`config.mk`:
```
export PLATFORM = sky130hd
export DESIGN_NAME = cg_group_bank_flat
export DESIGN_NICKNAME = d
export VERILOG_FILES = /design/src/rtl/cg_bank_pkg.sv /design/src/rtl/cg_group_bank_if.sv /design/src/rtl/cg_group_slice.sv /design/src/rtl/cg_group_bank.sv /design/src/flat_wrapper.sv
export SDC_FILE = /design/constraint.sdc
export NUM_CORES = 1
export LEC_CHECK = 0
export ABC_AREA = 1
export BUFFER_PORTS_ARGS = -buffer_cell sky130_fd_sc_hd__buf_2
export CORE_MARGIN = 2
export CORE_UTILIZATION = 29
export CTS_CLUSTER_SIZE = 30
export DETAILED_ROUTE_END_ITERATION = 12
export GPL_TIMING_DRIVEN = 1
export HOLD_SLACK_MARGIN = 0.08
export PLACE_DENSITY = 0.58
export RECOVER_POWER = 100
export SLEW_MARGIN = 15
export SYNTH_ARGS = -nofsm -noshare
export SYNTH_HDL_FRONTEND = slang
export SYNTH_SLANG_ARGS = --single-unit
```
`constraint.sdc`:
```
create_clock -name clk -period 3 [get_ports clk]
set_input_delay 0.45 -clock clk [delete_from_list [all_inputs] [get_ports clk]]
set_output_delay 0.45 -clock clk [all_outputs]
set_load 0.02 [all_outputs]
```
`src/rtl/cg_bank_pkg.sv`:
```
// rtl/cg_bank_pkg.sv - shared types, mode constants and group-MSB helper for cg_group_bank
package cg_bank_pkg;

    typedef enum logic {
        IDLE   = 1'b0,
        ACTIVE = 1'b1
    } frm_state_t;

    localparam logic CG_MODE_MERGED = 1'b0;
    localparam logic CG_MODE_SPLIT  = 1'b1;

    // Bit index of the MSB of group g when each group holds grp bits.
    function automatic int grp_msb(input int g, input int grp);
        return g * grp + grp - 1;
    endfunction

endpackage

```
`src/rtl/cg_group_bank_if.sv`:
```
// rtl/cg_group_bank_if.sv - load/control inputs and bank status outputs of cg_group_bank
// Ports (slave view): valid, last, data_in, grp_mask, mode, clr in;
// out, grp_en, msb_en, en_cnt, red_cnt, busy, frm_cnt out.
interface cg_group_bank_if #(
    parameter int WIDTH = 16,
    parameter int GRP   = 4,
    parameter int CNT_W = 16,
    parameter int FRM_W = 8
);
    localparam int NGRP = WIDTH / GRP;

    logic             valid;
    logic             last;
    logic [WIDTH-1:0] data_in;
    logic [NGRP-1:0]  grp_mask;
    logic             mode;
    logic             clr;

    logic [WIDTH-1:0] out;
    logic [NGRP-1:0]  grp_en;
    logic [NGRP-1:0]  msb_en;
    logic [CNT_W-1:0] en_cnt;
    logic [CNT_W-1:0] red_cnt;
    logic             busy;
    logic [FRM_W-1:0] frm_cnt;

    modport master (
        output valid, last, data_in, grp_mask, mode, clr,
        input  out, grp_en, msb_en, en_cnt, red_cnt, busy, frm_cnt
    );

    modport slave (
        input  valid, last, data_in, grp_mask, mode, clr,
        output out, grp_en, msb_en, en_cnt, red_cnt, busy, frm_cnt
    );

endinterface

```
`src/rtl/cg_group_slice.sv`:
```
// rtl/cg_group_slice.sv - one gated group: flops, merged enable, MSB-copy mux, msb_en
// Ports: clk, rst, valid, last, mask, mode, data_in[GRP] in; q[GRP], grp_en, msb_en out.
module cg_group_slice
    import cg_bank_pkg::*;
#(
    parameter int GRP = 4
) (
    input  logic           clk,
    input  logic           rst,
    input  logic           valid,
    input  logic           last,
    input  logic           mask,
    input  logic           mode,
    input  logic [GRP-1:0] data_in,
    output logic [GRP-1:0] q,
    output logic           grp_en,
    output logic           msb_en
);

    logic [GRP-1:0] q_q;
    logic [GRP-1:0] q_d;

    // The MSB copy makes the MSB flop reload its own value, so in split mode
    // only the data load needs to clock the MSB.
    always_comb begin
        grp_en = mask & (valid | ~last);
        msb_en = (mode == CG_MODE_SPLIT) ? (mask & valid) : grp_en;
    end

    always_comb begin
        q_d = q_q;
        if (grp_en) begin
            q_d = valid ? data_in : {GRP{q_q[GRP-1]}};
        end
    end

    always_ff @(posedge clk) begin
        if (rst) begin
            q_q <= '0;
        end else begin
            q_q <= q_d;
        end
    end

    assign q = q_q;

endmodule

```
`src/rtl/cg_group_bank.sv`:
```
// rtl/cg_group_bank.sv - grouped clock-gate register bank with activity counters and frame tracker
// Ports: clk, rst (sync, active-high) plus bus (slave modport of cg_group_bank_if).
module cg_group_bank
    import cg_bank_pkg::*;
#(
    parameter int WIDTH = 16,
    parameter int GRP   = 4,
    parameter int CNT_W = 16,
    parameter int FRM_W = 8
) (
    input logic            clk,
    input logic            rst,
    cg_group_bank_if.slave bus
);

    localparam int NGRP = WIDTH / GRP;
    localparam logic [CNT_W-1:0] CNT_ONE = 1;
    localparam logic [CNT_W-1:0] CNT_MAX = '1;
    localparam logic [FRM_W-1:0] FRM_ONE = 1;

    if (WIDTH % GRP != 0) begin : g_width_check
        $error("cg_group_bank: WIDTH must be a multiple of GRP");
    end

    logic [WIDTH-1:0] out_w;
    logic [NGRP-1:0]  grp_en_w;
    logic [NGRP-1:0]  msb_en_w;

    for (genvar g = 0; g < NGRP; g++) begin : g_slice
        localparam int MSB = grp_msb(g, GRP);
        cg_group_slice #(.GRP(GRP)) u_slice (
            .clk     (clk),
            .rst     (rst),
            .valid   (bus.valid),
            .last    (bus.last),
            .mask    (bus.grp_mask[g]),
            .mode    (bus.mode),
            .data_in (bus.data_in[MSB -: GRP]),
            .q       (out_w[MSB -: GRP]),
            .grp_en  (grp_en_w[g]),
            .msb_en  (msb_en_w[g])
        );
    end

    // Activity counters: clr beats increment, both saturate.
    logic             any_en;
    logic             red_en;
    logic [CNT_W-1:0] en_cnt_q, en_cnt_d;
    logic [CNT_W-1:0] red_cnt_q, red_cnt_d;

    always_comb begin
        any_en    = |grp_en_w;
        red_en    = any_en & ~bus.valid;
        en_cnt_d  = en_cnt_q;
        red_cnt_d = red_cnt_q;
        if (bus.clr) begin
            en_cnt_d  = '0;
            red_cnt_d = '0;
        end else begin
            if (any_en && en_cnt_q != CNT_MAX) begin
                en_cnt_d = en_cnt_q + CNT_ONE;
            end
            if (red_en && red_cnt_q != CNT_MAX) begin
                red_cnt_d = red_cnt_q + CNT_ONE;
            end
        end
    end

    always_ff @(posedge clk) begin
        if (rst) begin
            en_cnt_q  <= '0;
            red_cnt_q <= '0;
        end else begin
            en_cnt_q  <= en_cnt_d;
            red_cnt_q <= red_cnt_d;
        end
    end

    // Frame FSM: state register / next-state / output.
    frm_state_t       state_q, state_d;
    logic [FRM_W-1:0] frm_cnt_q, frm_cnt_d;

    always_ff @(posedge clk) begin
        if (rst) begin
            state_q   <= IDLE;
            frm_cnt_q <= '0;
        end else begin
            state_q   <= state_d;
            frm_cnt_q <= frm_cnt_d;
        end
    end

    // A valid&last beat ends a frame from either state, including single-beat frames.
    always_comb begin
        state_d   = state_q;
        frm_cnt_d = frm_cnt_q;
        if (bus.valid) begin
            if (bus.last) begin
                state_d   = IDLE;
                frm_cnt_d = frm_cnt_q + FRM_ONE;
            end else begin
                state_d = ACTIVE;
            end
        end
    end

    logic busy_w;

    always_comb begin
        busy_w = (state_q == ACTIVE);
    end

    assign bus.out     = out_w;
    assign bus.grp_en  = grp_en_w;
    assign bus.msb_en  = msb_en_w;
    assign bus.en_cnt  = en_cnt_q;
    assign bus.red_cnt = red_cnt_q;
    assign bus.busy    = busy_w;
    assign bus.frm_cnt = frm_cnt_q;

endmodule

```
`src/flat_wrapper.sv`:
```
// flat-port wrapper written by rule: the top's interface ports become plain ports
module cg_group_bank_flat import cg_bank_pkg::*;
#(
    parameter int WIDTH = 16,
    parameter int GRP   = 4,
    parameter int CNT_W = 16,
    parameter int FRM_W = 8
)
  (clk, rst, bus_valid, bus_last, bus_data_in, bus_grp_mask, bus_mode, bus_clr, bus_out, bus_grp_en, bus_msb_en, bus_en_cnt, bus_red_cnt, bus_busy, bus_frm_cnt);
  cg_group_bank_if #(.WIDTH(WIDTH), .GRP(GRP), .CNT_W(CNT_W), .FRM_W(FRM_W)) bus_i ();
  input logic clk;
  input logic rst;
  input wire logic [$bits(bus_i.valid)-1:0] bus_valid;
  input wire logic [$bits(bus_i.last)-1:0] bus_last;
  input wire logic [$bits(bus_i.data_in)-1:0] bus_data_in;
  input wire logic [$bits(bus_i.grp_mask)-1:0] bus_grp_mask;
  input wire logic [$bits(bus_i.mode)-1:0] bus_mode;
  input wire logic [$bits(bus_i.clr)-1:0] bus_clr;
  output wire logic [$bits(bus_i.out)-1:0] bus_out;
  output wire logic [$bits(bus_i.grp_en)-1:0] bus_grp_en;
  output wire logic [$bits(bus_i.msb_en)-1:0] bus_msb_en;
  output wire logic [$bits(bus_i.en_cnt)-1:0] bus_en_cnt;
  output wire logic [$bits(bus_i.red_cnt)-1:0] bus_red_cnt;
  output wire logic [$bits(bus_i.busy)-1:0] bus_busy;
  output wire logic [$bits(bus_i.frm_cnt)-1:0] bus_frm_cnt;
  assign bus_i.valid = bus_valid;
  assign bus_i.last = bus_last;
  assign bus_i.data_in = bus_data_in;
  assign bus_i.grp_mask = bus_grp_mask;
  assign bus_i.mode = bus_mode;
  assign bus_i.clr = bus_clr;
  assign bus_out = bus_i.out;
  assign bus_grp_en = bus_i.grp_en;
  assign bus_msb_en = bus_i.msb_en;
  assign bus_en_cnt = bus_i.en_cnt;
  assign bus_red_cnt = bus_i.red_cnt;
  assign bus_busy = bus_i.busy;
  assign bus_frm_cnt = bus_i.frm_cnt;
  cg_group_bank #(.WIDTH(WIDTH), .GRP(GRP), .CNT_W(CNT_W), .FRM_W(FRM_W)) u_core (.clk(clk), .rst(rst), .bus(bus_i));
endmodule
```
# Word-level counts from Yosys, hierarchy flattened

Index checks and enable logic that the tools add are counted.

Input bits: 26
Memory bits (read-only): 0
Output and inout bits: 65
Word-level logic and storage cells: 47
Memories: 0
RAM bits: 0
Register bits: 57
Bits in latches: 0

Eq/ne operators: 2
Multiply operators: 0
Mux-type cells: 9
Divide/modulo/power cells: 0
Order comparisons: 0
Add/subtract/negate cells: 3
Reduce and logical (&&, ||, !) cells: 9
Bitwise operators: 12
Shift-type cells: 0

Operator list:

| cell                                                             | count |
|---|---|
| 16-bit by 1-bit adder with 16-bit output (second input constant) | 2 |
| 16-bit inequality test (second input constant)                   | 2 |
| 3-bit two-way mux                                                | 4 |
| 2-bit AND reduction                                              | 5 |
| 1-bit AND                                                        | 9 |
| 8-bit by 1-bit adder with 8-bit output (second input constant)   | 1 |
| 1-bit two-way mux                                                | 5 |
| 4-bit OR reduction                                               | 1 |
| 1-bit logical AND                                                | 2 |
| 1-bit NOT                                                        | 2 |
| 2-bit OR reduction                                               | 1 |
| 1-bit OR                                                         | 1 |

# Depth between registers and ports, before layout

Gate-level depths: netlist (run 1).

Depth in word-level cells: 6
Mapped depth: 11

# Hierarchy

A second synthesis (run 1) with hierarchy kept.

Cells, all modules: 524
Area, all modules: 3235.6 µm²

Modules (own cells, without submodules):

| module         | seq. area each (µm²) | times used | area each (µm²) | cells an instance |
|---|---|---|---|---|
| cg_group_bank  | 820.8                | 1          | 2374.8          | 372 |
| cg_group_slice | 80.1                 | 4          | 215.2           | 38 |

# Worst setup path after synthesis (run 1)

Ideal clock, no wire load.

Path type: reg2reg
From: register u_core.en_cnt_q[0] (netlist: u_core.bus.en_cnt[0])
To: register u_core.en_cnt_q[2] (netlist: u_core.bus.en_cnt[2])
Required time: 2884 ps
Clock period less this slack: 1641 ps
Library setup time: 116 ps
Buffers on the path: 1
Data arrival time: 1525 ps
Stages on the path, launching flop included: 10
Slack: 1359 ps
Cell sequence: dfxtp_1 ha_1 nand2_1 nor2_1 nand2_2 nor2_1 nor2_4 buf_4 nor2_1 nor2_1

Cells in the longest elaborated chain, start to end: 2
Elaborated cells on any way between the ends: 3
Classes of those cells: 1 x add/sub; 1 x eq/ne; 1 x reduce/logical

Ends and longest elaborated chain:

| item                                                                                             | RTL line            | RTL |
|---|---|---|
| from (decl)                                                                                      | cg_group_bank.sv:48 | `logic [CNT_W-1:0] en_cnt_q, en_cnt_d;` |
| from (signal assigned)                                                                           | cg_group_bank.sv:74 | `en_cnt_q <= en_cnt_d;` |
| parallel branches: the longest is 2 deep, another holds 16-bit by 1-bit adder with 16-bit output | --                  |  |

Several ways; the timed one is not identified.
A chain may end at the register's enable or synchronous reset.

# Final worst setup path (run 1)

From: input port bus_valid
To: output port bus_grp_en[2]

Cells in the longest elaborated chain, start to end: 2

Ends and longest elaborated chain:

| item        | RTL line             | RTL |
|---|---|---|
| from (decl) | flat_wrapper.sv:13   | `input wire logic [$bits(bus_i.valid)-1:0] bus_valid;` |
| 1-bit OR    | cg_group_slice.sv:26 | `grp_en = mask & (valid \| ~last);` |
| 1-bit AND   | cg_group_slice.sv:26 |  |
| to (decl)   | flat_wrapper.sv:20   | `output wire logic [$bits(bus_i.grp_en)-1:0] bus_grp_en;` |

Every way passes these cells.

==> results.md, run 1 <==
- IO buf count: 90
- Dominant synthesized flop cell: dfxtp_1
- Post-synth EDFFs: 0
- #FFs+latches synth: 57
- Leak: 1.45 nW
- Combinational family with the most area after synthesis: simple AND/OR/NAND/NOR gates
- Layout cell share with drive strength beyond 1: 9.56%
- Non-Filler Instances: 680
- Clock skew: 6.86 ps
- Min-Delay Path Class: primary input to flip-flop
- Antenna violations before repair: 0
- Post-detailed-route DRC marker count: 0
- Mux share of post-synthesis cell area: 0%
- CTS Buf Count: 9
- PostCTS Resize Cnt: 0
- Worst IR drop on VDD: 0.177 mV
- Antenna-violating nets left: 0
- Synthesized cell area: 3050 um2
- Grt total ovfl: 0
- Max-cap violations: 0
- Worst-path clk slew: 70 ps
- Yosys warning total: 0
- CP required: 2550 ps
- Crit path time final: 2270 ps
- Die Area: 11400 um2
- Worst Path Arrival: 1820 ps
- Count of final max-slew check failures: 0
- # hold bufs at CTS: 0
- CTS sink count: 57
- RSZ-0062 raised after global routing: false
- I/O pin count: 91
- Hold Vio Cnt, Final: 0
- Synth Area in Adders: 1.23%
- Crit path kind: primary input to output port
- Status: finished, final reports clean
- # nets final: 569
- Max frequency: 441 MHz
- Startpoint class of the critical path: primary input
- Routed wire length per instance: 11.6 um
- R2R Setup Slk: 1190 ps
- Cell Pwr Density: 492 nW/um2
- Simple-Gate Fraction of Synth Area: 34.0%
- Post-Route WL: 7890 um
- Distinct cells, synth: 29
- Compound-Gate Fraction of Synth Area: 12.7%
- Via count of the routed design: 3081
- Area grow syn2layout: 20.1%
- Chip Width: 107 um
- Final Cell Area: 3670 um2
- Post-Syn Nets: 484
- Ant. Diodes: 0
- Die Ht: 107 um
- Dpl ws: 1120 ps
- CTS root buffer: clkbuf_8
- Cell Rows: 37
- Post-Synth XOR/XNOR Area: 4.88%
- Largest net degree at the start of global routing: 26
- GR Util All Layers: 14.7%
- Worst slew pin tran: 824 ps
- Placed cell count: 665
- Setup violations, final: 0
- Vias in the first global route: 2980
- Register area share after synthesis: 37.4%
- Hold WS: 387 ps
- Crit. End Element: output port
- Synthesized instance count: 455
- Async SR Flop Fraction: 0%
- PnR worst setup slack: 733 ps
- Fin Setup TNS: 0 ps
- Total power: 1.80 mW
- Period utilization: 75.6%
- TritonCTS clock tree: done
- Most common cell after layout, fill and taps aside: nand2_1
- DP HPWL: 5960 um
- Clk Latency, worst-skew pair: 330 ps
- 1st-pass router iterations: 4
- H-tree depth: 3
- First-pass GRT wire length: 13700 um
- DP Area: 3550 um2
- Final GP Congestion: 0.839
- Max clock buf depth: 2
- Syn avg cell area: 6.71 um2
- # Post-CTS Setup Buffers: 0
- Commonest non-fill, non-tap cells in the layout: nand2_1, nor2_1, clkbuf_1
- Initial core utilization: 29.7%
- Slew headroom: 45.0%
- Core box area: 10300 um2
- DRT iter0 DRCs: 86
- Final core utilization: 35.7%
- CP Max Fanout: 17
- Avg Vias per Cell: 4.53
[layer usage]
metal  up-vias  wire length (um)  global-route usage (%)
met5         -                 0                       0
met4         0               163                    6.22
met3        12               345                    2.19
met2        69              3690                    25.1
met1      1389              3690                    18.4
li1       1611                 -                       -
[final timing paths]
path	endpoint	start	cells after the start
max	bus_grp_en[2]	bus_valid	6
min reg2reg	u_core.g_slice[0].u_slice.q[0]	u_core.g_slice[0].u_slice.q[0]	2
min	u_core.g_slice[1].u_slice.q[1]	bus_data_in[5]	3
max reg2reg	u_core.bus.en_cnt[2]	u_core.bus.en_cnt[0]	7
[cells in the mapped netlist, types with 2 or more instances]
cell      number  area (um2)
nand2_1      116         435
nor2_1        90         338
dfxtp_1       57        1140
inv_1         38         143
o21ai_0       37         185
nand3_1       21         105
a21oi_1       16        80.1
a31oi_1       12        75.1
buf_4          9        67.6
xnor2_1        9        78.8
xor2_1         8        70.1
nand4_1        6        37.5
buf_6          4        45.0
clkbuf_1       4        15.0
o21ai_1        4        20.0
ha_1           3        37.5
nand2_2        3        18.8
nor2_2         3        18.8
o21ai_2        3        26.3
nand3b_1       2        15.0
nor2_4         2        22.5
[worst max-delay path, stage by stage]
cell,delay [ps]
clkbuf_1,600
inv_6,120
nand2_8,110
nand2_1,80
inv_1,160
clkbuf_1,280
[area by class of cell]
type / count / area, um2
clock buffers: 13 / 179
clock inverters: 2 / 35.0
fillers: 1174 / 6610
inverters: 41 / 166
multi-input cells: 339 / 1590
flip-flops and latches: 57 / 1140
well taps: 136 / 170
repair buffers: 92 / 382
[power by group]
group / internal [mW] / switching, mW
sequential: 0.787 / 0.0288
combinational: 0.0676 / 0.155
clock: 0.469 / 0.296
[sequential cells by signal, indices dropped and copies added, names as in the netlist]
name,count
u_core.bus.red_cnt,16
u_core.g_slice.u_slice.q,16
u_core.bus.frm_cnt,8
u_core.bus.busy,1
u_core.bus.en_cnt,16
[cell families after synthesis]
logic type / after synthesis
AND/OR/NAND/NOR: 247
AO/OA/AOI/OAI: 72
buffers and inverters: 59
flip-flops: 57
XOR/XNOR: 17
adder cells (fa/ha/maj): 3
Note: power is estimated with default switching activity, not from simulation.
==> run 2, diff against run 1 <==
Clock period 3 ns to 2.3 ns, I/O delays scaled along.
==> run 2 against run 1 <==
Effect of this change:
- core utilization is 0.39 points lower
- via count is 0.52% higher
- cell count is 0.15% higher
- critical path type unchanged
- critical endpoint unchanged
- largest cell class unchanged
==> results.md, run 2 (synthesized netlist as in run 1, its figures left out) <==
- Min-Delay Path Class: primary input to flip-flop (unchanged)
- CP Max Fanout: 17 (unchanged)
- Status: finished, final reports clean (unchanged)
- Hold Crit Start: bus_data_in[3] (was bus_data_in[5])
- Reg-to-Reg End: u_core.bus.en_cnt[15] (was u_core.bus.en_cnt[2])
- Antenna violations before repair: 0 (unchanged)
- Largest net degree at the start of global routing: 26 (unchanged)
- DP HPWL: 5780 um (was 5960 um)
- Crit path time final: 1880 ps
- Final GP Congestion: 0.775 (was 0.839)
- Clk Latency, worst-skew pair: 340 ps (was 330 ps)
- Commonest non-fill, non-tap cells in the layout: nand2_1, nor2_1, clkbuf_1 (unchanged)
- Clock Power Share: 40.6% (was 42.4%)
- Worst Path Arrival: 1540 ps (was 1820 ps)
- I/O pin count: 91 (unchanged)
- Antenna-violating nets left: 0 (unchanged)
- Largest stage delay, worst path: 320 ps (was 600 ps)
- Hold Vio Cnt, Final: 0 (unchanged)
- First-pass GRT wire length: 13000 um (was 13700 um)
- Max-cap violations: 0 (unchanged)
- Grt total ovfl: 0 (unchanged)
- H-tree depth: 3 (unchanged)
- Die Area: 11400 um2 (unchanged)
- WHS Endpoint: u_core.g_slice[0].u_slice.q[3] (was u_core.g_slice[1].u_slice.q[1])
- # hold bufs at CTS: 0 (unchanged)
- Sw frac: 29.3% (was 26.6%)
- TritonCTS clock tree: done (unchanged)
- IO buf count: 90 (unchanged)
- Worst-path clk slew: 70 ps (about the same)
- Most used cell, CP: nand2_1 (was clkbuf_1)
- Slowest CP cell: buf_2 (was clkbuf_1)
- Core box area: 10300 um2 (unchanged)
- Die Ht: 107 um (unchanged)
- Clock skew: 10.4 ps (was 6.86 ps)
- Routed wire length per instance: 11.6 um (about the same)
- # nets final: 569 (unchanged)
- Int Power: 1.61 mW (was 1.32 mW)
- Layout cell share with drive strength beyond 1: 9.72% (was 9.56%)
- CTS root buffer: clkbuf_8 (unchanged)
- Leak: 1.43 nW (was 1.45 nW)
- PostCTS Resize Cnt: 0 (unchanged)
- Switch Pwr: 666 uW (was 480 uW)
- Final Cell Area: 3630 um2 (was 3670 um2)
- Most common cell after layout, fill and taps aside: nand2_1 (unchanged)
- RR Startpoint: u_core.bus.en_cnt[0] (unchanged)
- # Post-CTS Setup Buffers: 0 (unchanged)
- Initial core utilization: 29.7% (unchanged)
- 1st-pass router iterations: 4 (unchanged)
- CP cell instances: buf_2, inv_6, nand2_1, nand2_1, inv_1, clkbuf_1 (was clkbuf_1, inv_6, nand2_8, nand2_1, inv_1, clkbuf_1)
- Cell Pwr Density: 628 nW/um2 (was 492 nW/um2)
- DP Area: 3550 um2 (unchanged)
- Max clock buf depth: 2 (unchanged)
- Reg power frac: 46.7% (was 45.2%)
- CTS sink count: 57 (unchanged)
- Post-detailed-route DRC marker count: 0 (unchanged)
- Startpoint class of the critical path: primary input (unchanged)
- Count of final max-slew check failures: 0 (unchanged)
- Cell Rows: 37 (unchanged)
- CP required: 1960 ps (was 2550 ps)
- Combinational share of power: 12.7% (was 12.4%)
- Avg Vias per Cell: 4.55 (was 4.53)
- Hold path depth: 3 (unchanged)
- GR Util All Layers: 14.1% (was 14.7%)
- Crit path kind: primary input to output port (unchanged)
- Post-Route WL: 7890 um (about the same)
- Fin Setup TNS: 0 ps (unchanged)
- CTS Buf Count: 9 (unchanged)
- Slew headroom: 57.1% (was 45.0%)
- Max frequency: 531 MHz
- Setup violations, final: 0 (unchanged)
- Vias in the first global route: 2839 (was 2980)
- Period utilization: 81.8%
- Crit. End Element: output port (unchanged)
- Area grow syn2layout: 18.8% (was 20.1%)
- R2R Setup Slk: 480 ps (was 1190 ps)
- RSZ-0062 raised after global routing: false (unchanged)
- DRT iter0 DRCs: 108 (was 86)
- Reg2Reg Depth: 9 (was 7)
- Via count of the routed design: 3097 (was 3081)
- Ant. Diodes: 0 (unchanged)
- Worst slew pin tran: 643 ps (was 824 ps)
- Total power: 2.28 mW (was 1.80 mW)
- Chip Width: 107 um (unchanged)
- Worst IR drop on VDD: 0.240 mV (was 0.177 mV)
run 2: worst max path at each step:
stage                                     start                     end  slack (ps)  cells past startpoint
final                                 bus_valid           bus_grp_en[2]         420                      6
after global routing      u_core.bus.red_cnt[0]   u_core.bus.red_cnt[7]         240                      9
after CTS                  u_core.bus.en_cnt[0]    u_core.bus.en_cnt[6]         520                      7
after detailed placement              bus_valid  u_core.bus.red_cnt[11]         450                     11
after global placement                bus_valid  u_core.bus.red_cnt[15]         480                     11
after floorplan            u_core.bus.en_cnt[0]    u_core.bus.en_cnt[2]         660                      9
run 2: final cells by class:
cell class	count	area [um2]
Fill cell	1192	6650
Multi-Input combinational cell	339	1570
Sequential cell	57	1140
Timing Repair Buffer	92	383
Tap cell	136	170
Inverter	41	166
Clock buffer	9	124
Clock inverter	7	71.3
run 2: per-layer routing:
| layer | wire, um | part of all wire (%) | track usage (%) | vias up |
|---|---|---|---|---|
| met2 | 3680 | 47 | 23.6 | 67 |
| li1 | - | - | - | 1619 |
| met5 | 0 | 0 | 0 | - |
| met4 | 115 | 1.5 | 4.55 | 0 |
| met1 | 3760 | 48 | 17.4 | 1403 |
| met3 | 339 | 4.3 | 4.19 | 8 |
run 2: through the flow:
stage | setup WS, ps | hold slack [ps] | util [%] | std cells
floorplan | 659 | 507 | - | 455
global placement | 478 | 476 | 34.6 | 665
detailed placement | 453 | 477 | 34.6 | 665
CTS | 521 | 256 | 36.5 | 681
global route | 238 | 264 | 35.3 | 681
finish | 417 | 275 | 35.3 | 681
run 2: critical path, delay by kind of cell:
family	cells	cell delay (ps)
buffers and inverters	4	850
and+or+nand+nor	2	330
run 2: power by group through the flow:
| stage | Sequential [mW] | Clock (mW) | Combinational (mW) |
|---|---|---|---|
| floorplan | 1.13 | 0 | 0.177 |
| global placement | 1.08 | 0 | 0.307 |
| detailed placement | 1.08 | 0 | 0.311 |
| CTS | 1.06 | 0.970 | 0.311 |
| global route | 1.07 | 1.01 | 0.326 |
| finish | 1.06 | 0.925 | 0.290 |
